## src/rtl/matmul_sequencer_pkg.sv

```systemverilog
// Shared types and defaults for the matrix-multiply control sequencer.
package matmul_pkg;

    typedef enum logic [2:0] {
        ST_IDLE  = 3'd0,
        ST_LOAD  = 3'd1,
        ST_MAC   = 3'd2,
        ST_STORE = 3'd3,
        ST_DONE  = 3'd4
    } state_t;

    localparam int DEF_ROWS  = 2;
    localparam int DEF_COLS  = 2;
    localparam int DEF_INNER = 8;
    localparam int DEF_IDX_W = 4;

    // Largest of the three dimensions; the index width must cover it.
    function automatic int max3(input int a, input int b, input int c);
        int m;
        m = (a > b) ? a : b;
        return (m > c) ? m : c;
    endfunction

endpackage

```

## src/rtl/matmul_sequencer_if.sv

```systemverilog
// Control/store handshake bundle between the sequencer and its user.
interface matmul_sequencer_if #(
    parameter int IDX_W = matmul_pkg::DEF_IDX_W
);
    logic             start;
    logic             abort;
    logic             store_ready;
    logic             busy;
    logic             load_matrix;
    logic             mac_en;
    logic             acc_clear;
    logic [IDX_W-1:0] row_idx;
    logic [IDX_W-1:0] col_idx;
    logic [IDX_W-1:0] k_idx;
    logic             store_valid;
    logic             done;

    modport master (
        output start, abort, store_ready,
        input  busy, load_matrix, mac_en, acc_clear,
               row_idx, col_idx, k_idx, store_valid, done
    );

    modport slave (
        input  start, abort, store_ready,
        output busy, load_matrix, mac_en, acc_clear,
               row_idx, col_idx, k_idx, store_valid, done
    );
endinterface

```

## src/rtl/matmul_sequencer_index_counter.sv

```systemverilog
// Nested k / col / row counter walking C in row-major order.
module matmul_index_counter
    import matmul_pkg::*;
#(
    parameter int ROWS  = DEF_ROWS,
    parameter int COLS  = DEF_COLS,
    parameter int INNER = DEF_INNER,
    parameter int IDX_W = DEF_IDX_W
) (
    input  logic             clock,
    input  logic             reset,
    input  logic             clr,
    input  logic             k_step,
    input  logic             advance,
    output logic [IDX_W-1:0] row_idx,
    output logic [IDX_W-1:0] col_idx,
    output logic [IDX_W-1:0] k_idx,
    output logic             last_k,
    output logic             last_element
);

    localparam logic [IDX_W-1:0] K_LAST   = IDX_W'(INNER - 1);
    localparam logic [IDX_W-1:0] COL_LAST = IDX_W'(COLS - 1);
    localparam logic [IDX_W-1:0] ROW_LAST = IDX_W'(ROWS - 1);
    localparam logic [IDX_W-1:0] ONE      = IDX_W'(1);

    // clr wins; advance moves to the next element, k_step walks the inner index
    always_ff @(posedge clock or negedge reset) begin
        if (!reset) begin
            row_idx <= '0;
            col_idx <= '0;
            k_idx   <= '0;
        end else if (clr) begin
            row_idx <= '0;
            col_idx <= '0;
            k_idx   <= '0;
        end else if (advance) begin
            k_idx <= '0;
            if (col_idx == COL_LAST) begin
                col_idx <= '0;
                row_idx <= row_idx + ONE;
            end else begin
                col_idx <= col_idx + ONE;
            end
        end else if (k_step) begin
            k_idx <= k_idx + ONE;
        end
    end

    // terminal-count flags consumed by the FSM
    always_comb begin
        last_k       = (k_idx == K_LAST);
        last_element = (row_idx == ROW_LAST) && (col_idx == COL_LAST);
    end

endmodule

```

## src/rtl/matmul_sequencer.sv

```systemverilog
// Control sequencer for C = A*B, one output element at a time.
module matmul_sequencer
    import matmul_pkg::*;
#(
    parameter int ROWS  = DEF_ROWS,
    parameter int COLS  = DEF_COLS,
    parameter int INNER = DEF_INNER,
    parameter int IDX_W = DEF_IDX_W
) (
    input  logic               clock,
    input  logic               reset,
    matmul_sequencer_if.slave  bus
);

    generate
        if (ROWS < 1 || COLS < 1 || INNER < 1) begin : g_bad_dim
            $error("matmul_sequencer: all dimensions must be at least 1");
        end
        if ((2 ** IDX_W) < max3(ROWS, COLS, INNER)) begin : g_bad_idx_w
            $error("matmul_sequencer: IDX_W too narrow for the dimensions");
        end
    endgenerate

    state_t           state, state_nx;
    logic             cnt_clr, k_step, advance;
    logic             last_k, last_element;
    logic [IDX_W-1:0] row_idx, col_idx, k_idx;

    matmul_index_counter #(
        .ROWS (ROWS),
        .COLS (COLS),
        .INNER(INNER),
        .IDX_W(IDX_W)
    ) u_idx (
        .clock       (clock),
        .reset       (reset),
        .clr         (cnt_clr),
        .k_step      (k_step),
        .advance     (advance),
        .row_idx     (row_idx),
        .col_idx     (col_idx),
        .k_idx       (k_idx),
        .last_k      (last_k),
        .last_element(last_element)
    );

    // state register
    always_ff @(posedge clock or negedge reset) begin
        if (!reset) state <= ST_IDLE;
        else        state <= state_nx;
    end

    // next state and counter control; abort overrides everything else
    always_comb begin
        state_nx = state;
        cnt_clr  = 1'b0;
        k_step   = 1'b0;
        advance  = 1'b0;
        case (state)
            ST_IDLE: begin
                cnt_clr = 1'b1;
                if (bus.start && !bus.abort) state_nx = ST_LOAD;
            end
            ST_LOAD: begin
                if (bus.abort) begin
                    state_nx = ST_IDLE;
                    cnt_clr  = 1'b1;
                end else begin
                    state_nx = ST_MAC;
                end
            end
            ST_MAC: begin
                if (bus.abort) begin
                    state_nx = ST_IDLE;
                    cnt_clr  = 1'b1;
                end else if (last_k) begin
                    state_nx = ST_STORE;
                end else begin
                    k_step = 1'b1;
                end
            end
            ST_STORE: begin
                if (bus.abort) begin
                    state_nx = ST_IDLE;
                    cnt_clr  = 1'b1;
                end else if (bus.store_ready) begin
                    if (last_element) begin
                        state_nx = ST_DONE;
                    end else begin
                        state_nx = ST_MAC;
                        advance  = 1'b1;
                    end
                end
            end
            ST_DONE: begin
                state_nx = ST_IDLE;
                cnt_clr  = 1'b1;
            end
            default: begin
                state_nx = ST_IDLE;
                cnt_clr  = 1'b1;
            end
        endcase
    end

    // Moore output decode from registered state and counters
    always_comb begin
        bus.busy        = (state != ST_IDLE);
        bus.load_matrix = (state == ST_LOAD);
        bus.mac_en      = (state == ST_MAC);
        bus.acc_clear   = (state == ST_MAC) && (k_idx == '0);
        bus.store_valid = (state == ST_STORE);
        bus.done        = (state == ST_DONE);
        bus.row_idx     = row_idx;
        bus.col_idx     = col_idx;
        bus.k_idx       = k_idx;
    end

endmodule

```

## src/flat_wrapper.sv

```systemverilog
// flat-port wrapper written by rule: the top's interface ports become plain ports
module matmul_sequencer_flat import matmul_pkg::*;
#(
    parameter int ROWS  = DEF_ROWS,
    parameter int COLS  = DEF_COLS,
    parameter int INNER = DEF_INNER,
    parameter int IDX_W = DEF_IDX_W
)
  (clock, reset, bus_start, bus_abort, bus_store_ready, bus_busy, bus_load_matrix, bus_mac_en, bus_acc_clear, bus_row_idx, bus_col_idx, bus_k_idx, bus_store_valid, bus_done);
  matmul_sequencer_if #(.IDX_W(IDX_W)) bus_i ();
  input  logic clock;
  input  logic reset;
  input wire logic [$bits(bus_i.start)-1:0] bus_start;
  input wire logic [$bits(bus_i.abort)-1:0] bus_abort;
  input wire logic [$bits(bus_i.store_ready)-1:0] bus_store_ready;
  output wire logic [$bits(bus_i.busy)-1:0] bus_busy;
  output wire logic [$bits(bus_i.load_matrix)-1:0] bus_load_matrix;
  output wire logic [$bits(bus_i.mac_en)-1:0] bus_mac_en;
  output wire logic [$bits(bus_i.acc_clear)-1:0] bus_acc_clear;
  output wire logic [$bits(bus_i.row_idx)-1:0] bus_row_idx;
  output wire logic [$bits(bus_i.col_idx)-1:0] bus_col_idx;
  output wire logic [$bits(bus_i.k_idx)-1:0] bus_k_idx;
  output wire logic [$bits(bus_i.store_valid)-1:0] bus_store_valid;
  output wire logic [$bits(bus_i.done)-1:0] bus_done;
  assign bus_i.start = bus_start;
  assign bus_i.abort = bus_abort;
  assign bus_i.store_ready = bus_store_ready;
  assign bus_busy = bus_i.busy;
  assign bus_load_matrix = bus_i.load_matrix;
  assign bus_mac_en = bus_i.mac_en;
  assign bus_acc_clear = bus_i.acc_clear;
  assign bus_row_idx = bus_i.row_idx;
  assign bus_col_idx = bus_i.col_idx;
  assign bus_k_idx = bus_i.k_idx;
  assign bus_store_valid = bus_i.store_valid;
  assign bus_done = bus_i.done;
  matmul_sequencer #(.ROWS(ROWS), .COLS(COLS), .INNER(INNER), .IDX_W(IDX_W)) u_core (.clock(clock), .reset(reset), .bus(bus_i));
endmodule
```

## config.mk

```make
export PLATFORM = sky130hd
export DESIGN_NAME = matmul_sequencer_flat
export DESIGN_NICKNAME = d
export VERILOG_FILES = /design/src/rtl/matmul_sequencer_pkg.sv /design/src/rtl/matmul_sequencer_if.sv /design/src/rtl/matmul_sequencer_index_counter.sv /design/src/rtl/matmul_sequencer.sv /design/src/flat_wrapper.sv
export SDC_FILE = /design/constraint.sdc
export NUM_CORES = 1
export LEC_CHECK = 0
export BUFFER_PORTS_ARGS = -buffer_cell sky130_fd_sc_hd__buf_2
export CAP_MARGIN = 10
export CORE_ASPECT_RATIO = 0.7
export CORE_UTILIZATION = 30
export DETAILED_ROUTE_END_ITERATION = 16
export GPL_TIMING_DRIVEN = 0
export MAX_ROUTING_LAYER = met4
export SLEW_MARGIN = 20
export SYNTH_ARGS = -nofsm -noshare
export SYNTH_HDL_FRONTEND = slang
export SYNTH_SLANG_ARGS = --single-unit
```

## constraint.sdc

```tcl
create_clock -name clock -period 3.41 [get_ports clock]
set_input_delay 0.8525 -clock clock [delete_from_list [all_inputs] [get_ports clock]]
set_output_delay 0.8525 -clock clock [all_outputs]
set_load 0.03 [all_outputs]
```

# [After elaboration in Yosys (flattened, before gate mapping)]
# Index checks and enable logic that the tools add are counted.
[classes] muxes=26 n_bitwise=0 n_eq_ne=10 n_reduce_logical=13 div_mod_pow=0 n_addsub=3 order_cmp=0 multipliers=0 shifts=0
[ops] operator="4-bit 2-to-1 mux" n=9
[ops] operator="3-bit 2-to-1 mux" n=6
[ops] operator="4-bit by 1-bit adder with 4-bit output, second input constant" n=3
[ops] operator="3-bit case mux with 4 select lines" n=1
[ops] operator="1-bit 2-to-1 mux" n=9
[ops] operator="4-bit by 1-bit == test with 1-bit output, second input constant" n=2
[ops] operator="3-bit by 2-bit == test with 1-bit output, second input constant" n=2
[ops] operator="3-bit nonzero test" n=2
[ops] operator="4-bit by 3-bit == test with 1-bit output, second input constant" n=1
[ops] operator="4-bit zero test" n=1
[ops] operator="2-bit nonzero test" n=2
[ops] operator="3-bit by 1-bit == test with 1-bit output, second input constant" n=1
[ops] operator="3-bit == test, second input constant" n=1
[ops] operator="1-bit logical AND" n=3
[ops] operator="3-bit zero test" n=1
[ops] operator="3-bit by 2-bit != test with 1-bit output, second input constant" n=1
[ops] operator="3-bit != test, second input constant" n=1
[ops] operator="3-bit AND reduction" n=1
[ops] operator="3-bit OR reduction" n=1
[ops] operator="2-bit 2-to-1 mux" n=1
[ops] operator="2-bit by 1-bit != test with 1-bit output, second input constant" n=1
[ops] operator="2-bit AND reduction" n=1
[ops] operator="1-bit zero test" n=1
[totals] rom_bits=0 mem_count=0 latchBits=0 out_inout_bits=18 ff_bits=15 ramBits=0

# [Depth between registers and ports, before layout]
[logic_depth] depth_word=8 mapped_depth=7 ltp_nobuf=6

# [Cells and area by module]
# Synthesis repeated with hierarchy kept, for this count alone.
[unflattened] hier_cells=95 hier_area_um2=940.9
[by_module_without_submodules] mod="matmul_index_counter" cells_per_inst=64 area_each_um2=679.4 n_inst=1
[by_module_without_submodules] mod="matmul_sequencer" cells_per_inst=31 area_each_um2=261.5 n_inst=1

# [Worst setup path after synthesis]
# No wires, ideal clock.
[synth_timing] path_kind="flip-flop to output port" from="register u_core.state[1]" to="output bus_acc_clear" slack_ns=0.848 required_time_ns=2.558 path_stages_with_launch=4 t_arrival_ns=1.709 cell_sequence="dfrtp_1 > inv_1 > nor3_1 > and3_1"
[synth_via] elab_chain_cells=2
[synth_lines] element="start, declared" line_no="matmul_sequencer.sv:24" text="state_t state, state_nx;"
[synth_lines] element="start signal, assigned" line_no="matmul_sequencer.sv:50" text="else state <= state_nx;"
[synth_lines] element="3-bit by 2-bit == test with 1-bit output"
[synth_lines] element="named net bus_mac_en" line_no="flat_wrapper.sv:18" text="output wire logic [$bits(bus_i.mac_en)-1:0] bus_mac_en;"
[synth_lines] element="1-bit logical AND" line_no="matmul_sequencer.sv:111" text="bus.acc_clear = (state == ST_MAC) && (k_idx == '0);"
[synth_lines] element="end, declared" line_no="flat_wrapper.sv:19" text="output wire logic [$bits(bus_i.acc_clear)-1:0] bus_acc_clear;"
# The timed path passes the listed nets, and every way through them passes these cells.

# [Final worst setup path]
[layout_timing] from="register u_core.state[1]" to="output bus_acc_clear"
[layout_via] elab_chain_cells=2
[layout_lines] element="3-bit by 2-bit == test with 1-bit output" line_no="matmul_sequencer.sv:111"
[layout_lines] element="1-bit logical AND" line_no="matmul_sequencer.sv:111"
# Every way passes these cells.

==> run summary <==
Worst setup path startpoint: u_core.state[1]$_DFFE_PN0P_
Met1 usage: 16.5%
Starting density of the core: 31.6%
CTS Buf Count: 3
Slew HR: 53.8%
Hold WS: 502 ps
Synthesized area: 886 um^2
Largest net degree at the start of global routing: 16
Post-Place Cells: 149
Slew Viols, Final: 0
Vias in the first global route: 628
Hold Fails Final Rpt: 0
Grt met3 use: 4.29%
Cells after Synth: 91
Register clock-pin slew on the reported worst setup and hold paths: 60 ps
DR vias/cell: 4.78
DR vias: 732
Max Cap Viol: 0
Wirelength, routed: 1.78 mm
CTS max path bufs: 2
First-pass DRT Iterations: 3
Antenna violations before repair: 0
M2 GR Usage: 18.8%
Most used routing layer in global routing: met2
R2R Setup Slk: 1280 ps
Cell area after layout: 0.00109 mm^2
DRC Markers: 0
Share of synthesized registers carrying an async set or reset: 100%
Worst R2R Start: u_core.u_idx.col_idx[1]$_DFFE_PN0P_
Ys Warns: 0
CP startpoint kind: flip-flop
DIE WIDTH: 67.0 um
Worst Path Buf+Inv: 2
HPWL after detailed placement: 1.41 mm
Grt ovf: 0
Setup TNS: 0 ps
#FFs+latches synth: 15
Top cell type by total area after synthesis: dfrtp_1
Post-CTS Setup Bufs: 0
Synth unique cells: 30
Die Height: 47.5 um
Row cnt: 16
GR Util All Layers: 12.4%
Status: completed
EDFF count, synth: 0
Inserted Diodes: 0
Final Skew: 1.47 ps
P&R area growth vs syn: 22.6%
Drt wl/cell: 11.7 um
Fmax: 437 MHz
Final ANT Viol Nets: 0
Setup crit end kind: output port
Syn nets: 102
RSZ-0062 raised after global routing: no
FF-to-FF End: u_core.u_idx.row_idx[3]$_DFFE_PN0P_
Layout Cells excl Fill: 153
Share of cells above drive strength 1: 26.5%
Reg2reg path depth: 7
Critical path cell sequence: inv_1 -> nor3_1 -> and3_1 -> buf_2
Crit share post-route: 67.1%
H-Tree Depth: 1
IO buf count: 22
Syn avg cell area: 9.73 um^2
PD cells: 551 mW/mm^2
Top cells by count, synth: dfrtp_1, inv_1, o21ai_0
GPL Wtd Cong: 0.739
CP max FO: 7
Max incr delay on CP: 490 ps
Setup Viol. Count Final: 0
# IOs: 23
Synth top area cells: dfrtp_1, ha_1, o21ai_0, inv_1, or3_1
Hold bufs inserted after CTS: 0
Nets: 129
Ys flop type: dfrtp_1
CTS root buf: clkbuf_8
Area after DPL: 0.00104 mm^2
CP arrival: 1430 ps
Sequential share of the synthesized area: 42.4%
Most common cell in the synthesized netlist: dfrtp_1
Crit path time final: 2290 ps
Crit-path slowest cell: dfrtp_1
Core area: 0.00280 mm^2
First-pass GRT wire length: 2.73 mm
Pleak: 0.509 nW
Post-CTS Resized: 0
Hold WC Path Type: in2async
VDD IR-drop max: 260 uV
Top-area cell type share of the netlist area: 42.4%
Initial drt markers: 11
Skew-Pair Late Insertion Delay: 240 ps
CTS tree: built
Kind of critical path: reg2out
Delay-heaviest family, CP: flip-flops
Measured slew at the worst slew-check pin: 687 ps
WP data required: 2560 ps
Clk sinks: 15
Die area: 0.00318 mm^2
## power breakdown
| group | internal, mW | leakage [nW] | total, mW | switching, mW |
|---|---|---|---|---|
| logic | 0.0769 | 0.281 | 0.229 | 0.153 |
| registers | 0.194 | 0.206 | 0.230 | 0.0354 |
| clock network | 0.0825 | 0.0228 | 0.139 | 0.0567 |
## worst max-delay path by stage
stage,cells past startpoint,endpoint,slack (ps)
final,4,bus_acc_clear,1120
after detailed placement,6,u_core.u_idx.row_idx[3]$_DFFE_PN0P_,940
after global placement,6,u_core.u_idx.row_idx[3]$_DFFE_PN0P_,950
after global routing,4,bus_acc_clear,970
after floorplan,3,bus_acc_clear,850
after CTS,4,bus_acc_clear,1100
## through the flow
step	power (mW)	setup slack [ps]	utilization [%]
2_1_floorplan	0.394	848	-
3_3_place_gp	0.458	952	37.1
3_5_place_dp	0.465	938	37.1
4_1_cts	0.608	1100	38.8
5_1_grt	0.644	973	38.8
6_report	0.598	1120	38.8
## cells by family (layout without fill, tap and decap cells)
logic type	Yosys count	in the layout	synth area share (%)
flops	15	15	42.4
mux	1	1	1.13
compound gates	20	20	13.4
buf+inv	11	37	5.65
simple gates	37	37	28.0
fa+ha+maj	6	6	8.47
xor+xnor	1	1	0.989
## cell type report
type                    count  area, um^2
inverters                   9        33.8
clock buffers               4        45.0
well taps                  36        45.0
multi-input cells          65         460
fillers                   296        1720
flip-flops and latches     15         375
plain buffers               2        16.3
repair buffers             22         110
## sequential cells by signal, summed over array words and instances, names as in the netlist
signal                count
u_core.u_idx.k_idx        4
u_core.state              3
u_core.u_idx.col_idx      4
u_core.u_idx.row_idx      4
## metal layers
metal  share of wire, %  wire length, um
met5                  0                0
met2                 42              757
met4                  0                0
met3                4.5               80
met1                 53              945
## placed cells by master, fill, tap and decap left out
master,count
buf_2,22
dfrtp_1,15
inv_1,9
o21ai_0,8
nand3_1,6
a21oi_1,6
ha_1,6
or3_1,5
nor3_1,4
nor2_1,4
nand2_1,4
nor3b_1,3
clkbuf_8,3
o31ai_1,2
nand4_1,2
buf_6,1
or3_2,1
and3_1,1
and2_1,1
nor3b_4,1
nand4bb_4,1
a211o_2,1
nor4b_1,1
and4_1,1
mux2i_1,1
xnor2_1,1
or4b_1,1
clkbuf_2,1
a21o_1,1
a2111oi_0,1
o21a_1,1
or4_1,1
clkbuf_1,1
Power figures use the tool's default switching activity.
